## config.mk

```make
export PLATFORM = sky130hd
export DESIGN_NAME = bp_be_dcache_resp_scoreboard
export DESIGN_NICKNAME = d
export VERILOG_FILES = /design/src/rtl/bp_be_pkg.sv /design/src/rtl/bsg_fifo_1r1w_small.sv /design/src/rtl/bp_be_dcache_resp_scoreboard.sv
export SDC_FILE = /design/constraint.sdc
export NUM_CORES = 1
export LEC_CHECK = 0
export BUFFER_PORTS_ARGS = -buffer_cell sky130_fd_sc_hd__buf_2
export CORE_MARGIN = 2
export CORE_UTILIZATION = 55
export CTS_BUF_LIST = sky130_fd_sc_hd__clkbuf_8 sky130_fd_sc_hd__clkbuf_16
export CTS_CLUSTER_DIAMETER = 150
export DETAILED_ROUTE_END_ITERATION = 10
export GPL_ROUTABILITY_DRIVEN = 0
export GPL_TIMING_DRIVEN = 1
export PLACE_DENSITY = 0.74
export SYNTH_ARGS = -nofsm -noshare
export SYNTH_HDL_FRONTEND = slang
export SYNTH_SLANG_ARGS = --single-unit
```

## constraint.sdc

```tcl
create_clock -name clk_i -period 7.2 [get_ports clk_i]
set_input_delay 0.72 -clock clk_i [delete_from_list [all_inputs] [get_ports clk_i]]
set_output_delay 0.72 -clock clk_i [all_outputs]
set_load 0.02 [all_outputs]
```

## src/rtl/bp_be_pkg.sv

```systemverilog
// Shared types for the D$ response scoreboard: verdict FSM states,
// failure causes and the mismatch counter width.
package bp_be_pkg;

   localparam int bp_be_dcache_sb_count_width_gp = 16;

   typedef enum logic [1:0] {
      e_sb_run   = 2'd0
     ,e_sb_drain = 2'd1
     ,e_sb_pass  = 2'd2
     ,e_sb_fail  = 2'd3
   } bp_be_dcache_sb_state_e;

   typedef enum logic [1:0] {
      e_sb_cause_none       = 2'd0
     ,e_sb_cause_mismatch   = 2'd1
     ,e_sb_cause_unexpected = 2'd2
     ,e_sb_cause_timeout    = 2'd3
   } bp_be_dcache_sb_cause_e;

   // Checking is live only until a verdict has been reached.
   function automatic logic bp_be_dcache_sb_active(input bp_be_dcache_sb_state_e s);
      return (s == e_sb_run) || (s == e_sb_drain);
   endfunction

endpackage

```

## src/rtl/bsg_fifo_1r1w_small.sv

```systemverilog
// Small circular-buffer FIFO: one write port (valid/ready), one read port
// (valid/yumi), and an occupancy count. Ready depends on registered state only.
module bsg_fifo_1r1w_small
   #(parameter int width_p = 64
    ,parameter int els_p   = 8
    )
   (input  logic                       clk_i
   ,input  logic                       reset_i
   ,input  logic                       v_i
   ,input  logic [width_p-1:0]         data_i
   ,output logic                       ready_o
   ,output logic                       v_o
   ,output logic [width_p-1:0]         data_o
   ,input  logic                       yumi_i
   ,output logic [$clog2(els_p+1)-1:0] count_o
   );

   localparam int ptr_width_lp   = $clog2(els_p);
   localparam int count_width_lp = $clog2(els_p+1);

   logic [width_p-1:0]        mem_r [els_p];
   logic [ptr_width_lp-1:0]   wptr_r, rptr_r;
   logic [count_width_lp-1:0] count_r;
   logic                      enq, deq;

   assign ready_o = (count_r != count_width_lp'(els_p));
   assign v_o     = (count_r != '0);
   assign data_o  = mem_r[rptr_r];
   assign count_o = count_r;
   assign enq     = v_i & ready_o;
   assign deq     = yumi_i & v_o;

   // Pointers and occupancy; els_p is a power of 2 so pointers wrap naturally.
   // NOTE: sequential state uses non-blocking assignment so every flop samples pre-edge values.
   always_ff @(posedge clk_i or posedge reset_i) begin
      if (reset_i) begin
         wptr_r  <= '0;
         rptr_r  <= '0;
         count_r <= '0;
      end else begin
         if (enq) wptr_r <= wptr_r + ptr_width_lp'(1);
         if (deq) rptr_r <= rptr_r + ptr_width_lp'(1);
         if (enq & ~deq)
            count_r <= count_r + count_width_lp'(1);
         else if (deq & ~enq)
            count_r <= count_r - count_width_lp'(1);
      end
   end

   // Entry storage, written on accepted pushes.
   // NOTE: storage is not reset; entries are only read once the count says they are valid.
   always_ff @(posedge clk_i) begin
      if (enq) mem_r[wptr_r] <= data_i;
   end

endmodule

```

## src/rtl/bp_be_dcache_resp_scoreboard.sv

```systemverilog
// D$ response scoreboard: queues expected load data, compares each response
// against the queue head, counts mismatches and produces a sticky verdict.
// Optional byte-mask compare is enabled by defining BP_DCACHE_SB_MASK_EN.
module bp_be_dcache_resp_scoreboard
   import bp_be_pkg::*;
   #(parameter int dword_width_p    = 64
    ,parameter int els_p            = 8
    ,parameter int timeout_cycles_p = 1024
    )
   (input  logic                                      clk_i
   ,input  logic                                      reset_i
   ,input  logic                                      exp_v_i
   ,input  logic [dword_width_p-1:0]                  exp_data_i
   ,input  logic [dword_width_p/8-1:0]                exp_mask_i
   ,output logic                                      exp_ready_o
   ,input  logic                                      resp_v_i
   ,input  logic [dword_width_p-1:0]                  resp_data_i
   ,input  logic                                      done_i
   ,output logic [$clog2(els_p+1)-1:0]                outstanding_o
   ,output logic [bp_be_dcache_sb_count_width_gp-1:0] mismatch_count_o
   ,output logic                                      pass_o
   ,output logic                                      fail_o
   ,output logic [1:0]                                fail_cause_o
   );

   localparam int mask_width_lp  = dword_width_p/8;
   localparam int count_width_lp = $clog2(els_p+1);
   localparam int timer_width_lp = $clog2(timeout_cycles_p);
`ifdef BP_DCACHE_SB_MASK_EN
   localparam int entry_width_lp = dword_width_p + mask_width_lp;
`else
   localparam int entry_width_lp = dword_width_p;
`endif

   bp_be_dcache_sb_state_e                     state_r, state_n;
   bp_be_dcache_sb_cause_e                     cause_r, cause_n;
   logic [count_width_lp-1:0]                  occ_r, occ_n;
   logic [timer_width_lp-1:0]                  timer_r;
   logic [bp_be_dcache_sb_count_width_gp-1:0]  mismatch_count_r;
   logic [entry_width_lp-1:0]                  fifo_data_li, fifo_data_lo;
   logic [dword_width_p-1:0]                   head_data, cmp_mask;
   logic fifo_v_lo, fifo_ready_lo;
   logic active, push_accept, pop, data_mismatch, mismatch_now, unexpected_resp, timeout_hit;

   // Once a verdict is reached, pushes and responses no longer touch the queue.
   assign active      = bp_be_dcache_sb_active(state_r);
   assign push_accept = exp_v_i & active & fifo_ready_lo;
   assign pop         = resp_v_i & active & fifo_v_lo;
   assign head_data   = fifo_data_lo[dword_width_p-1:0];

`ifdef BP_DCACHE_SB_MASK_EN
   logic [mask_width_lp-1:0] head_mask;
   assign fifo_data_li = {exp_mask_i, exp_data_i};
   assign head_mask    = fifo_data_lo[entry_width_lp-1 -: mask_width_lp];
`else
   logic unused_mask;
   assign fifo_data_li = exp_data_i;
   assign unused_mask  = ^exp_mask_i;
`endif

   bsg_fifo_1r1w_small
     #(.width_p(entry_width_lp), .els_p(els_p))
     exp_fifo
      (.clk_i   (clk_i)
      ,.reset_i (reset_i)
      ,.v_i     (exp_v_i & active)
      ,.data_i  (fifo_data_li)
      ,.ready_o (fifo_ready_lo)
      ,.v_o     (fifo_v_lo)
      ,.data_o  (fifo_data_lo)
      ,.yumi_i  (pop)
      ,.count_o (occ_r)
      );

   // Byte-granular compare of the queue head against the response.
   // NOTE: every always_comb output gets a default first so no latch is inferred.
   always_comb begin
      cmp_mask = '1;
`ifdef BP_DCACHE_SB_MASK_EN
      for (int i = 0; i < mask_width_lp; i++)
         cmp_mask[8*i +: 8] = {8{head_mask[i]}};
`endif
      data_mismatch = |((head_data ^ resp_data_i) & cmp_mask);
   end

   assign mismatch_now    = pop & data_mismatch;
   assign unexpected_resp = resp_v_i & ((active & ~fifo_v_lo) | (state_r == e_sb_pass));
   assign timeout_hit     = active & (timer_r == timer_width_lp'(timeout_cycles_p-1));
   assign occ_n           = occ_r + count_width_lp'(push_accept) - count_width_lp'(pop);

   // Next-state and cause selection; fail events override, mismatch cause latches once.
   always_comb begin
      state_n = state_r;
      cause_n = cause_r;
      unique case (state_r)
         e_sb_run, e_sb_drain: begin
            if (unexpected_resp) begin
               state_n = e_sb_fail;
               cause_n = e_sb_cause_unexpected;
            end else if (timeout_hit) begin
               state_n = e_sb_fail;
               cause_n = e_sb_cause_timeout;
            end else begin
               if (mismatch_now && (cause_r == e_sb_cause_none))
                  cause_n = e_sb_cause_mismatch;
               if (state_r == e_sb_run) begin
                  if (done_i) state_n = e_sb_drain;
               end else if (occ_n == '0) begin
                  state_n = ((mismatch_count_r != '0) || mismatch_now) ? e_sb_fail : e_sb_pass;
               end
            end
         end
         e_sb_pass: begin
            if (resp_v_i) begin
               state_n = e_sb_fail;
               cause_n = e_sb_cause_unexpected;
            end
         end
         default: ;
      endcase
   end

   // State, cause, saturating mismatch count and response-gap timer.
   always_ff @(posedge clk_i or posedge reset_i) begin
      if (reset_i) begin
         state_r          <= e_sb_run;
         cause_r          <= e_sb_cause_none;
         mismatch_count_r <= '0;
         timer_r          <= '0;
      end else begin
         state_r <= state_n;
         cause_r <= cause_n;
         if (mismatch_now && (mismatch_count_r != '1))
            mismatch_count_r <= mismatch_count_r + 1'b1;
         if (~active || resp_v_i || (occ_r == '0))
            timer_r <= '0;
         else
            timer_r <= timer_r + timer_width_lp'(1);
      end
   end

   assign exp_ready_o      = fifo_ready_lo;
   assign outstanding_o    = occ_r;
   assign mismatch_count_o = mismatch_count_r;
   assign pass_o           = (state_r == e_sb_pass);
   assign fail_o           = (state_r == e_sb_fail);
   assign fail_cause_o     = cause_r;

endmodule

```

After elaboration in Yosys (flattened, before gate mapping)
Memories as Yosys holds them, arrays and structs flattened.
Cells that the tools add are included.
{"block": "op_classes", "add_sub_neg": 8, "n_eq_ne": 10, "mux": 18, "n_bitwise": 17, "n_reduce_logical": 18}
{"op": "$reduce_or 64->1", "count": 1}
{"op": "$xor 64x64->64", "count": 1}
{"op": "$mux 2", "count": 10}
{"op": "$add 16x1->16 const B", "count": 1}
{"op": "$ne 16x16->1 const B", "count": 1}
{"op": "$reduce_bool 16->1", "count": 1}
{"op": "$and 1x1->1", "count": 11}
{"op": "$add 10x1->10 const B", "count": 1}
{"op": "$eq 10x10->1 const B", "count": 1}
{"op": "$mux 10", "count": 1}
{"op": "$ne 5x5->1 const B", "count": 2}
{"op": "$logic_not 4->1", "count": 2}
{"op": "$mux 4", "count": 2}
{"op": "$ne 4x4->1 const B", "count": 2}
{"op": "$pmux 2 s2", "count": 2}
{"op": "$add 3x1->3 const B", "count": 2}
{"op": "$add 4x1->4", "count": 1}
{"op": "$add 4x1->4 const B", "count": 1}
{"op": "$eq 2x2->1 const B", "count": 2}
{"op": "$logic_not 2->1", "count": 2}
{"op": "$logic_or 1x1->1", "count": 4}
{"op": "$not 1->1", "count": 4}
{"op": "$reduce_and 4->1", "count": 1}
{"op": "$reduce_bool 2->1", "count": 2}
{"op": "10 further kinds", "count": 13}
{"block": "word_totals", "register_bits": 40, "mem_bits_rw": 512, "input_bits": 141, "out_inout_bits": 25, "wordCells": 79, "mem_count": 1}
{"memory": "exp_fifo.mem_r", "depth": 8, "word_bits": 64, "rd": 1, "rd_ports_with_merged_regs": 0, "write_ports": 1, "line_no": "bsg_fifo_1r1w_small.sv:21", "rtl": "logic [width_p-1:0] mem_r [els_p];"}

Longest topological paths before layout
Gate-level depths: netlist of run 1.
{"block": "depth", "ltp_word": 12, "depth_mapped": 16, "ltp_nobuf": 16}

By module
A second synthesis of run 1 with hierarchy kept.
{"block": "hier_totals", "cells_unflattened": 1051, "area_unflattened_um2": 22170.0}
{"mod": "bsg_fifo_1r1w_small", "instances": 1, "cells_each": 802, "area_each_um2": 19835.3, "seq_area_each_um2": 15625.0}
{"mod": "bp_be_dcache_resp_scoreboard", "instances": 1, "cells_each": 249, "area_each_um2": 2334.7, "seq_area_each_um2": 750.7}

Worst setup path after synthesis of run 1
No wires, ideal clock.
{"block": "synth_path", "path_type": "flip-flop to flip-flop", "from": "register exp_fifo.count_r[2], in the netlist exp_fifo.count_o[2]", "to": "memory exp_fifo.mem_r[0][0], enable pin", "setup_ns": 0.565, "arrival_time_ns": 5.859, "required_time_ns": 6.635, "setup_slack_ns": 0.777, "path_stages_with_launch": 8, "path_buffers": 1, "synth_period_minus_slack_ns": 6.423, "cell_sequence": "dfrtp_1 -> inv_1 -> ha_1 -> nand2_1 -> and3b_1 -> clkbuf_1 -> nand2b_1 -> nor3_1"}
{"block": "synth_via", "elab_chain_len": 4}
{"item": "start, declared", "line_no": "bsg_fifo_1r1w_small.sv:23", "rtl": "logic [count_width_lp-1:0] count_r;"}
{"item": "start signal, assigned", "line_no": "bsg_fifo_1r1w_small.sv:44", "rtl": "count_r <= count_r + count_width_lp'(1);"}
{"item": "start signal, assigned", "line_no": "bsg_fifo_1r1w_small.sv:46", "rtl": "count_r <= count_r - count_width_lp'(1);"}
{"item": "$ne 4x4->1", "line_no": "bsg_fifo_1r1w_small.sv:26", "rtl": "assign ready_o = (count_r != count_width_lp'(els_p));"}
{"item": "via exp_ready_o", "line_no": "bp_be_dcache_resp_scoreboard.sv:15", "rtl": ",output logic exp_ready_o"}
{"item": "$and 1x1->1", "line_no": "bsg_fifo_1r1w_small.sv:30", "rtl": "assign enq = v_i & ready_o;"}
{"item": "via exp_fifo.enq", "line_no": "bsg_fifo_1r1w_small.sv:24", "rtl": "logic enq, deq;"}
{"item": "$mux 1", "line_no": "bsg_fifo_1r1w_small.sv:53", "rtl": "if (enq) mem_r[wptr_r] <= data_i;"}
{"item": "$mux 1 (implied by the code)", "line_no": "bsg_fifo_1r1w_small.sv:53"}
{"item": "end, declared", "line_no": "bsg_fifo_1r1w_small.sv:21"}
The timed path passes the listed nets, and every way through them passes these cells.

Final worst setup path of run 1
{"block": "layout_path", "from": "register exp_fifo.rptr_r[2]", "to": "register mismatch_count_r[1], in the netlist mismatch_count_o[1]"}
{"block": "layout_via", "elab_chain_len": 5}
{"item": "start, declared", "line_no": "bsg_fifo_1r1w_small.sv:22", "rtl": "logic [ptr_width_lp-1:0] wptr_r, rptr_r;"}
{"item": "start signal, assigned", "line_no": "bsg_fifo_1r1w_small.sv:42", "rtl": "if (deq) rptr_r <= rptr_r + ptr_width_lp'(1);"}
{"item": "$mem_v2 8x64"}
{"item": "$xor 64x64->64", "line_no": "bp_be_dcache_resp_scoreboard.sv:83", "rtl": "data_mismatch = |((head_data ^ resp_data_i) & cmp_mask);"}
{"item": "$reduce_or 64->1", "line_no": "bp_be_dcache_resp_scoreboard.sv:83"}
{"item": "$and 1x1->1", "line_no": "bp_be_dcache_resp_scoreboard.sv:86", "rtl": "assign mismatch_now = pop & data_mismatch;"}
{"item": "$logic_and 1x1->1", "line_no": "bp_be_dcache_resp_scoreboard.sv:133", "rtl": "if (mismatch_now && (mismatch_count_r != '1))"}
{"item": "end signal, assigned", "line_no": "bp_be_dcache_resp_scoreboard.sv:134", "rtl": "mismatch_count_r <= mismatch_count_r + 1'b1;"}
{"item": "end, declared", "line_no": "bp_be_dcache_resp_scoreboard.sv:39", "rtl": "logic [bp_be_dcache_sb_count_width_gp-1:0] mismatch_count_r;"}
Every way passes these cells.
A chain may end at the register's enable or synchronous reset.

==> metrics, run 1 <==
number of synthesized flops with an enable pin 512; Worst-Margin Slew around 1.1 ns; largest net degree at the start of global routing between 50 and 60; Max FO, Critical Path between 50 and 60; Synth Warn # 0; syn_area_per_cell roughly 20 µm²; Netlist cell types 42; GRT Total Usage 21.29%; Reg-to-Reg End mismatch_count_o[1]; CTS Buf Count 54; post-synthesis register bit count 552; vias 10725; initial drt markers 862; area of the mapped netlist 0.02218 mm²; I/O pin count ~170; Layout fillers around 2700; Num Clock Sinks 552; Initial Utilization between 50 and 60%; Leakage 8.306 nW; Inst Count DP around 1700; maximum root-to-sink buffer count 3; htree depth 2; aggregate routed wire length about 43000 µm; Max-Cap Viols 0; power density over the cells roughly 250 mW/mm²; post-DR vias/cell 5.791; vias in the first global route between 10000 and 15000; wl on met1 17870 µm; Final Hold Fails 0; CTS-repair resized insts 0; unrepaired setup endpoints after global routing false; Die Footprint 0.04195 mm²; I/O Buffers around 160; worst min-delay path class in -> async; core box area 0.03973 mm²; fraction of layout cells with a size suffix above 1 30.40%; Worst IR Drop VDD 0.1993 mV; Max Clock Skew between 0.015 and 0.02 ns; First-pass DRT Iterations 5; Syn-to-layout area delta 13.94%; Final HPWL DP roughly 25000 µm; CP endpoint kind register; post-synthesis cell count around 1100; area leader, netlist edfxtp_1; Synthesized Nets 1244; DR top layer met5; WS Path Type reg -> reg; final worst path period need 5.222 ns; setup slack, reg-to-reg between 1.5 and 2 ns; Core Rows 73; outcome completed; Layout Cells excl Fill 1852; top-area cell type share of the netlist area between 60 and 70%; R2R Path Start exp_fifo.rptr_r[2]; clock-pin slew on the worst setup and hold paths 0.06 ns; CTS tree done; fmax 191.5 MHz; CTS Hold Bufs 0; nets@finish 1435; ANT nets after route 0; Skew-Pair Late Insertion Delay 0.60 ns; sequential cell area fraction in the yosys report between 70% and 80%; DR WL/cell 23.44 µm; dominant cells by area after synthesis edfxtp_1, mux4_2, dfrtp_1; drt drc 0; Die W 204.8 µm; global route total overflow 0; worst path required time between 7 and 8 ns; global-route wire length before repair ~65000 µm; Slew HR approximately a quarter; Crit path arrival time 5.69 ns; antenna violations before repair 12; FF-to-FF path depth 10; met3 routed WL between 2000 and 3000 µm; setup bufs post-CTS 0; asr flop ratio synth 7.246%; Setup TNS Final 0 ns; dominant synthesized flop cell edfxtp_1; critical path startpoint category register; Chip Height 204.8 µm; final setup fails 0; Detail Route met2 WL 21890 µm; max-slew violations 0; Root Buffer Master clkbuf_16; final period utilization around 73%
## registers in the layout, summed over array words and instances (netlist names)
name and cells:
fail_cause_o 2, state_r 2, exp_fifo.rptr_r 3, exp_fifo.wptr_r 3, timer_r 10, mismatch_count_o 16, exp_fifo.mem_r 512, exp_fifo.count_o 4
## routing by layer
metal  up-vias  track usage, %
met3        72           5.027
met2       286           36.33
li1       4801               -
met1      5554           27.66
met5         -               0
met4        12           5.564
## stage by stage
step	setup WS (ns)	util (%)	power [mW]	instance area, µm²	hold WS, ns
2_1_floorplan	0.7766	-	3.605	22180	0.4552
3_3_place_gp	1.965	59.30	3.682	23560	0.4779
3_5_place_dp	1.900	59.30	3.687	23560	0.4981
4_1_cts	1.872	63.56	6.363	25250	0.2545
5_1_grt	1.675	63.57	6.492	25260	0.3137
6_report	1.978	63.61	6.309	25270	0.2538
## cells in the mapped netlist (2+ instances only)
cell type and n:
inv_1 14, and3_1 12, buf_6 10, a221oi_1 8
a211oi_1 2, nand2b_1 7, a21oi_1 3, nor2b_1 3
nand4_1 20, and2_1 2, dfrtp_1 40, nand3_2 9
o22ai_1 9, edfxtp_1 512, mux4_2 112, nand2_1 22
nand3_1 6, a21o_1 3, nor2_1 24, mux2_2 18
nor4_1 11, ha_1 14, buf_1 3, buf_2 18
xnor2_1 41, fa_1 2, nor3_1 10, xor2_1 56
mux2i_1 72, buf_4 3, clkbuf_1 7, o21ai_0 3
nor4b_1 2
## critical path: stages (launching register included)
cell and delay [ns]:
dfrtp_4 1.03, buf_4 0.43, mux4_2 0.37, mux2i_1 0.27
xor2_1 0.17, nand4_1 0.11, nor4_1 0.96, nand4_1 0.28
or4_1 0.85, nand3_2 0.24, mux2_1 0.34
## layout make-up
type	instances	area, µm²	share of cell area (%)
Multi-Input combinational cell	478	5527	21.87
Inverter	15	56.30	0.2228
Clock inverter	42	315.3	1.248
Tap cell	525	656.9	2.599
Clock buffer	55	1376	5.446
Antenna cell	8	20.02	0.07921
Sequential cell	552	16390	64.84
Timing Repair Buffer	177	935.9	3.703
## layout by cell type (no fill, tap or decap), types with 9 or more instances in the layout
| cell | count |
|---|---|
| clkinv_2 | 10 |
| xnor2_1 | 41 |
| edfxtp_1 | 512 |
| nor4_1 | 11 |
| xor2_1 | 56 |
| mux2i_1 | 72 |
| inv_1 | 25 |
| and3_1 | 12 |
| buf_4 | 20 |
| buf_2 | 157 |
| mux2_2 | 18 |
| o22ai_1 | 9 |
| nor2_1 | 18 |
| nand4_1 | 20 |
| mux4_2 | 112 |
| clkbuf_16 | 55 |
| nand3_2 | 9 |
| ha_1 | 14 |
| dfrtp_1 | 37 |
| nand2_1 | 22 |
| clkinv_1 | 14 |
## report_power, final
| group | total [mW] | internal, mW | switching, mW | leakage, nW |
|---|---|---|---|---|
| clock network | 2.69 | 1.55 | 1.14 | 0.875 |
| registers | 3.51 | 3.51 | 0.00304 | 5.14 |
| logic | 0.112 | 0.0425 | 0.0692 | 2.30 |
## worst max path at each step
stage                              from                   end  slack (ns)  cells after the start
global placement     exp_fifo.rptr_r[1]   mismatch_count_o[1]        1.96                     10
finish               exp_fifo.rptr_r[2]   mismatch_count_o[1]        1.98                     10
detailed placement   exp_fifo.rptr_r[1]   mismatch_count_o[1]        1.90                     10
global route         exp_fifo.rptr_r[1]   mismatch_count_o[1]        1.67                     10
CTS                  exp_fifo.rptr_r[1]   mismatch_count_o[1]        1.87                     10
floorplan           exp_fifo.count_o[2]  exp_fifo.mem_r[0][0]        0.78                      7
## kinds of logic (layout without fill, tap and decap cells)
group                      after synthesis  count (layout)  share of synthesized area (%)
xor gates and xnor gates                97              97                          3.830
DFF                                    552             552                          73.83
buffers and inverters                   57             289                          1.506
AOI/OAI and AO/OA                       30              30                         0.9589
muxes                                  203             203                          15.59
other                                    0               8                              0
adders and majority gates               16              16                         0.9702
and+or+nand+nor                        132             132                          3.323
No activity file was read; power rests on OpenSTA's default activity.
==> inputs of run 2 (changes only) <==
==> constraint.sdc (replaced) <==
create_clock -name clk_i -period 5.1 [get_ports clk_i]
set_input_delay 0.51 -clock clk_i [delete_from_list [all_inputs] [get_ports clk_i]]
set_output_delay 0.51 -clock clk_i [all_outputs]
set_load 0.02 [all_outputs]
==> run 2 against run 1 <==
  * Clock power up 43%
  * Power up 42%
  * Hold slack worse by 0.22 ns
  * Critical path type unchanged
==> metrics, run 2 (same netlist as run 1, synthesis figures left out) <==
outcome completed; Layout Cells excl Fill 1864; R2R Path Start exp_fifo.rptr_r[0]; CTS-repair resized insts 0; fmax 226.5 MHz; max reg flops 512; CTS Hold Bufs 0; critical path startpoint category register; clock-pin slew on the worst setup and hold paths 0.06 ns; family with the most delay on the worst path simple AND/OR/NAND/NOR gates; vias in the first global route 11188; worst path buffer plus inverter count 2; grt met3 use about 4.7%; aggregate routed wire length around 44000 µm; Largest Register exp_fifo.mem_r; global route total overflow 0; core box area 0.03973 mm²; CP startpoint exp_fifo.rptr_r[0]; nets@finish 1447; final period utilization 86.56%; Worst IR Drop VDD 0.2744 mV; WS Path Type reg -> reg; Max-Cap Viols 0; final setup fails 0; Chip Height 204.8 µm; drt drc 0; Worst-Margin Slew 1.049 ns; setup bufs post-CTS 0; Leakage roughly 8.4 nW; power density over the cells 351.2 mW/mm²; Crit path arrival time 4.89 ns; antenna violations before repair 9; Max FO, Critical Path 26; Die W 204.8 µm; htree depth 2; Initial Utilization 55.83%; Die Footprint about 0.042 mm²; Num Clock Sinks around 550; Setup TNS Final 0 ns; largest net degree at the start of global routing 60; slowest stage cell, crit path dfrtp_4; M1 GR Usage 28.56%; CP max stage delay 0.73 ns; worst min-delay path class in -> async; CP endpoint kind register; Slew HR 29.89%; initial drt markers about 840; I/O Buffers 157; Final Hold Fails 0; Core Rows between 70 and 80; I/O pin count 166; GRT Total Usage about 22%; maximum root-to-sink buffer count 3; worst path cell trace buf_4, mux4_2, mux2i_1, xor2_1, nand4_1, nor4_1, buf_4, nand4_1, or4_1, nand3_2, mux2_1; worst path required time about 5.6 ns; final worst path period need 4.414 ns; CTS Buf Count 55; DR WL/cell between 20 and 25 µm; First-pass DRT Iterations 4; Top Usage Layer GRT met2; most common cell after layout, fill and taps aside edfxtp_1; most frequent cells in the layout edfxtp_1, buf_2, mux4_2; Inst Count DP 1758; global-route wire length before repair 66340 µm; Syn-to-layout area delta 15.20%; fraction of layout cells with a size suffix above 1 31.11%; CTS tree done; ANT nets after route 0; unrepaired setup endpoints after global routing false; Final HPWL DP 26130 µm; post-DR vias/cell 5.809; Max Clock Skew 0.02886 ns; Layout fillers 2751; M2 GR Usage a little over a third; Root Buffer Master clkbuf_16; max-slew violations 0; vias 10828; Skew-Pair Late Insertion Delay 0.62 ns
-- run 2: stage by stage --
step	total power, mW	setup WS (ns)	cell area [µm²]	util (%)	hold slack, ns
final	8.974	0.6856	25550	64.31	0.03567
after global routing	9.245	0.4931	25550	64.30	0.06398
after CTS	9.053	0.6621	25540	64.28	0.02720
after detailed placement	5.208	0.6730	23800	59.89	0.4960
after global placement	5.200	0.6858	23800	59.89	0.4788
after floorplan	5.090	0.3928	22190	-	0.4552
-- run 2: layout make-up --
| cell class | count | area (µm²) | area share (%) |
|---|---|---|---|
| flip-flops and latches | 552 | 16390 | 64.13 |
| clock buffers | 55 | 1376 | 5.386 |
| inverters | 15 | 56.30 | 0.2203 |
| diodes | 5 | 12.51 | 0.04896 |
| clock inverters | 46 | 369.1 | 1.444 |
| multi-input cells | 478 | 5539 | 21.68 |
| repair buffers | 188 | 1156 | 4.524 |
| well taps | 525 | 656.9 | 2.571 |
-- run 2: path summary, 6_finish.rpt --
| check | endpoint | slack, ns | depth (start not counted) |
|---|---|---|---|
| min | mismatch_count_o[14] | 0.04 | 3 |
| min reg2reg | timer_r[0] | 0.50 | 1 |
| max | mismatch_count_o[1] | 0.69 | 11 |
| min in group clk_i | exp_fifo.mem_r[1][24] | 0.16 | 1 |
| max reg2reg | mismatch_count_o[1] | 0.69 | 11 |
| max in group asynchronous | exp_fifo.rptr_r[0] | 4.65 | 3 |
-- run 2: worst min-delay path, delay by kind of cell --
family	cells	cell delay, ns
buffers and inverters	3	0.56
-- run 2: routing by layer --
| metal | up-vias | part of all wire (%) |
|---|---|---|
| met3 | 68 | 6.1 |
| met2 | 314 | 51 |
| met1 | 5605 | 41 |
| li1 | 4831 | - |
| met5 | - | 0.15 |
| met4 | 10 | 2.2 |
-- run 2: power breakdown --
part	internal [mW]	switching (mW)	total (mW)
Clock	2.21	1.65	3.86
Combinational	0.0601	0.0997	0.160
Sequential	4.95	0.00464	4.95
Total	7.22	1.75	8.97
==> inputs of run 3 (changes only) <==
--- a/config.mk
+++ b/config.mk
@@ -16,4 +16,5 @@
 export PLACE_DENSITY = 0.74
 export SYNTH_ARGS = -nofsm -noshare
 export SYNTH_HDL_FRONTEND = slang
+export SYNTH_HIERARCHICAL = 1
 export SYNTH_SLANG_ARGS = --single-unit
==> run 3 against run 2 <==
  * Clock power about the same
  * Core utilization increased by 0.20 points
  * Count of clock-buffer cells in the layout increased by 1
  * First-iteration DRC count increased by 17%
  * Routed wire length increased by 4.1%
  * Area after synthesis about the same
  * Power about the same
  * Cell area increased by 0.31%
  * Flip-flop and latch count unchanged
  * Critical endpoint is now mismatch_count_o[15]
==> metrics, run 3 <==
Synthesized Nets 1207; largest net degree at the start of global routing 65; most frequent cells in the layout edfxtp_1, buf_2, mux4_2; slowest stage cell, crit path nor4_1; area of the mapped netlist 0.02217 mm²; number of synthesized flops with an enable pin 512; Leakage 8.528 nW; Largest Register exp_fifo/mem_r; vias in the first global route 11188; clock-pin slew on the worst setup and hold paths roughly 0.06 ns; max-slew violations 0; I/O pin count ~170; final setup fails 0; worst setup margin 0.7839 ns; CTS Buf Count 55; Final Hold Fails 0; Die Footprint 0.04193 mm²; worst min-delay path class in -> reg; core box area approximately 0.040 mm²; nets@finish 1426; antenna violations before repair 13; Synth Warn # 6; Num Clock Sinks 552; most used cell, CP nand4_1; Setup TNS Final 0 ns; top-area cell type share of the netlist area between 60% and 70%; post-DR vias/cell 5.826; dominant cells by area after synthesis edfxtp_1, mux4_2, dfrtp_1; Max FO, Critical Path 36; Max-Cap Viols 0; Initial Utilization a little under three fifths; setup bufs post-CTS 0; sequential cell area fraction in the yosys report between 70% and 80%; Worst-Margin Slew 1.143 ns; synth cell count leaders edfxtp_1, mux4_2, xor2_1; area leader, netlist edfxtp_1; post-synthesis register bit count 552; fmax 231.7 MHz; CP max stage delay 0.61 ns; aggregate routed wire length 45920 µm; CTS tree done; Slew HR 23.71%; vias 10784; power density over the cells 349.9 mW/mm²; Netlist cell types 43; worst path required time around 5.6 ns; drt drc 0; initial drt markers 985; most common cell after layout, fill and taps aside edfxtp_1; maximum root-to-sink buffer count 3; Die W 204.8 µm; global-route wire length before repair 68430 µm; global route total overflow 0; DP Worst Slack 0.7631 ns; dominant synthesized flop cell edfxtp_1; htree depth 2; GRT Total Usage around 22%; Worst IR Drop VDD 0.3542 mV; asr flop ratio synth approximately 7.2%; outcome completed; final worst path period need around 4.3 ns; max reg flops 512; critical path startpoint category register; post-synthesis cell count approximately 1100; final period utilization 84.63%; Util after Layout about 65%; Crit path arrival time 4.82 ns; cell with the most instances after synthesis edfxtp_1; fraction of layout cells with a size suffix above 1 37.41%; WS Path Type reg -> reg; Syn-to-layout area delta 15.62%; syn_area_per_cell 21.09 µm²; unrepaired setup endpoints after global routing false; worst path cell trace buf_12, mux4_2, mux2_2, xor2_1, nor4_1, nand4_1, nor4_4, nor2_1, nand4_1, xnor2_1; Max Clock Skew 0.01956 ns; DR WL/cell 24.81 µm; CP endpoint kind register; Layout Cells excl Fill 1851; Root Buffer Master clkbuf_16; I/O Buffers between 150 and 200; ANT nets after route 0; Core Rows 73; Inst Count DP 1737; Final HPWL DP 27760 µm; Skew-Pair Late Insertion Delay 0.60 ns; Chip Height 204.8 µm; Layout fillers 2643; First-pass DRT Iterations 7
==> run 3: per-stage QoR <==
| stage | hold WS, ns | instance area, µm² | power (mW) |
|---|---|---|---|
| after floorplan | 0.3502 | 22180 | 5.065 |
| after global placement | 0.4702 | 23840 | 5.174 |
| after detailed placement | 0.4774 | 23840 | 5.181 |
| after CTS | 0.1378 | 25610 | 9.035 |
| after global routing | 0.1622 | 25620 | 9.222 |
| final | 0.1731 | 25630 | 8.969 |
==> run 3: layout make-up <==
cell class | count | area (µm²) | area share, %
Sequential cell | 552 | 16390 | 63.93
Multi-Input combinational cell | 444 | 5554 | 21.67
Clock buffer | 56 | 1401 | 5.467
Timing Repair Buffer | 201 | 1194 | 4.657
Tap cell | 525 | 656.9 | 2.563
Clock inverter | 46 | 352.8 | 1.376
Inverter | 16 | 60.06 | 0.2343
Antenna cell | 11 | 27.53 | 0.1074
==> run 3: repair_timing <==
item,4_1_cts,5_1_grt
setup endpoints to repair,0,0
gates resized for setup,0,0
hold buffers,1,0
hold endpoints to repair,10,0
==> run 3: logic make-up after synthesis <==
| kind of cell | share of synthesized area, % |
|---|---|
| flops | 73.86 |
| mux | 16.55 |
| simple gates | 3.070 |
| xor+xnor | 3.635 |
| buf+inv | 1.388 |
| compound gates | 0.5757 |
| fa+ha+maj | 0.9143 |
==> run 3: where the power goes <==
part	internal, mW	total, mW	switching [mW]
clock network	2.24	3.88	1.64
logic	0.0505	0.144	0.0931
registers	4.94	4.94	0
==> run 3: final timing paths <==
| check | end | cells after the start | slack [ns] | from |
|---|---|---|---|---|
| max | mismatch_count_o[15] | 10 | 0.78 | exp_fifo/rptr_r[0] |
| min | exp_fifo/mem_r[2][54] | 1 | 0.17 | exp_data_i[54] |
| max reg2reg | mismatch_count_o[15] | 10 | 0.78 | exp_fifo/rptr_r[0] |
| min reg2reg | timer_r[0] | 1 | 0.48 | timer_r[0] |
| max in group asynchronous | mismatch_count_o[7] | 3 | 3.63 | reset_i |
| min in group asynchronous | exp_fifo/rptr_r[0] | 3 | 0.47 | reset_i |
==> run 3: worst max-delay path, delay by kind of cell (launching register included) <==
kind | cells | cell delay (ns)
simple gates | 5 | 2.07
xor+xnor | 2 | 0.32
flops | 1 | 0.59
buf+inv | 1 | 0.32
mux | 2 | 0.85
==> run 3: layer usage <==
layer | up-vias | part of all wire, % | track usage (%)
met2 | 356 | 50 | 37.55
met3 | 74 | 6.7 | 4.661
met5 | - | 0.12 | 0
met4 | 8 | 2.3 | 6.470
li1 | 4757 | - | -
met1 | 5589 | 41 | 29.97
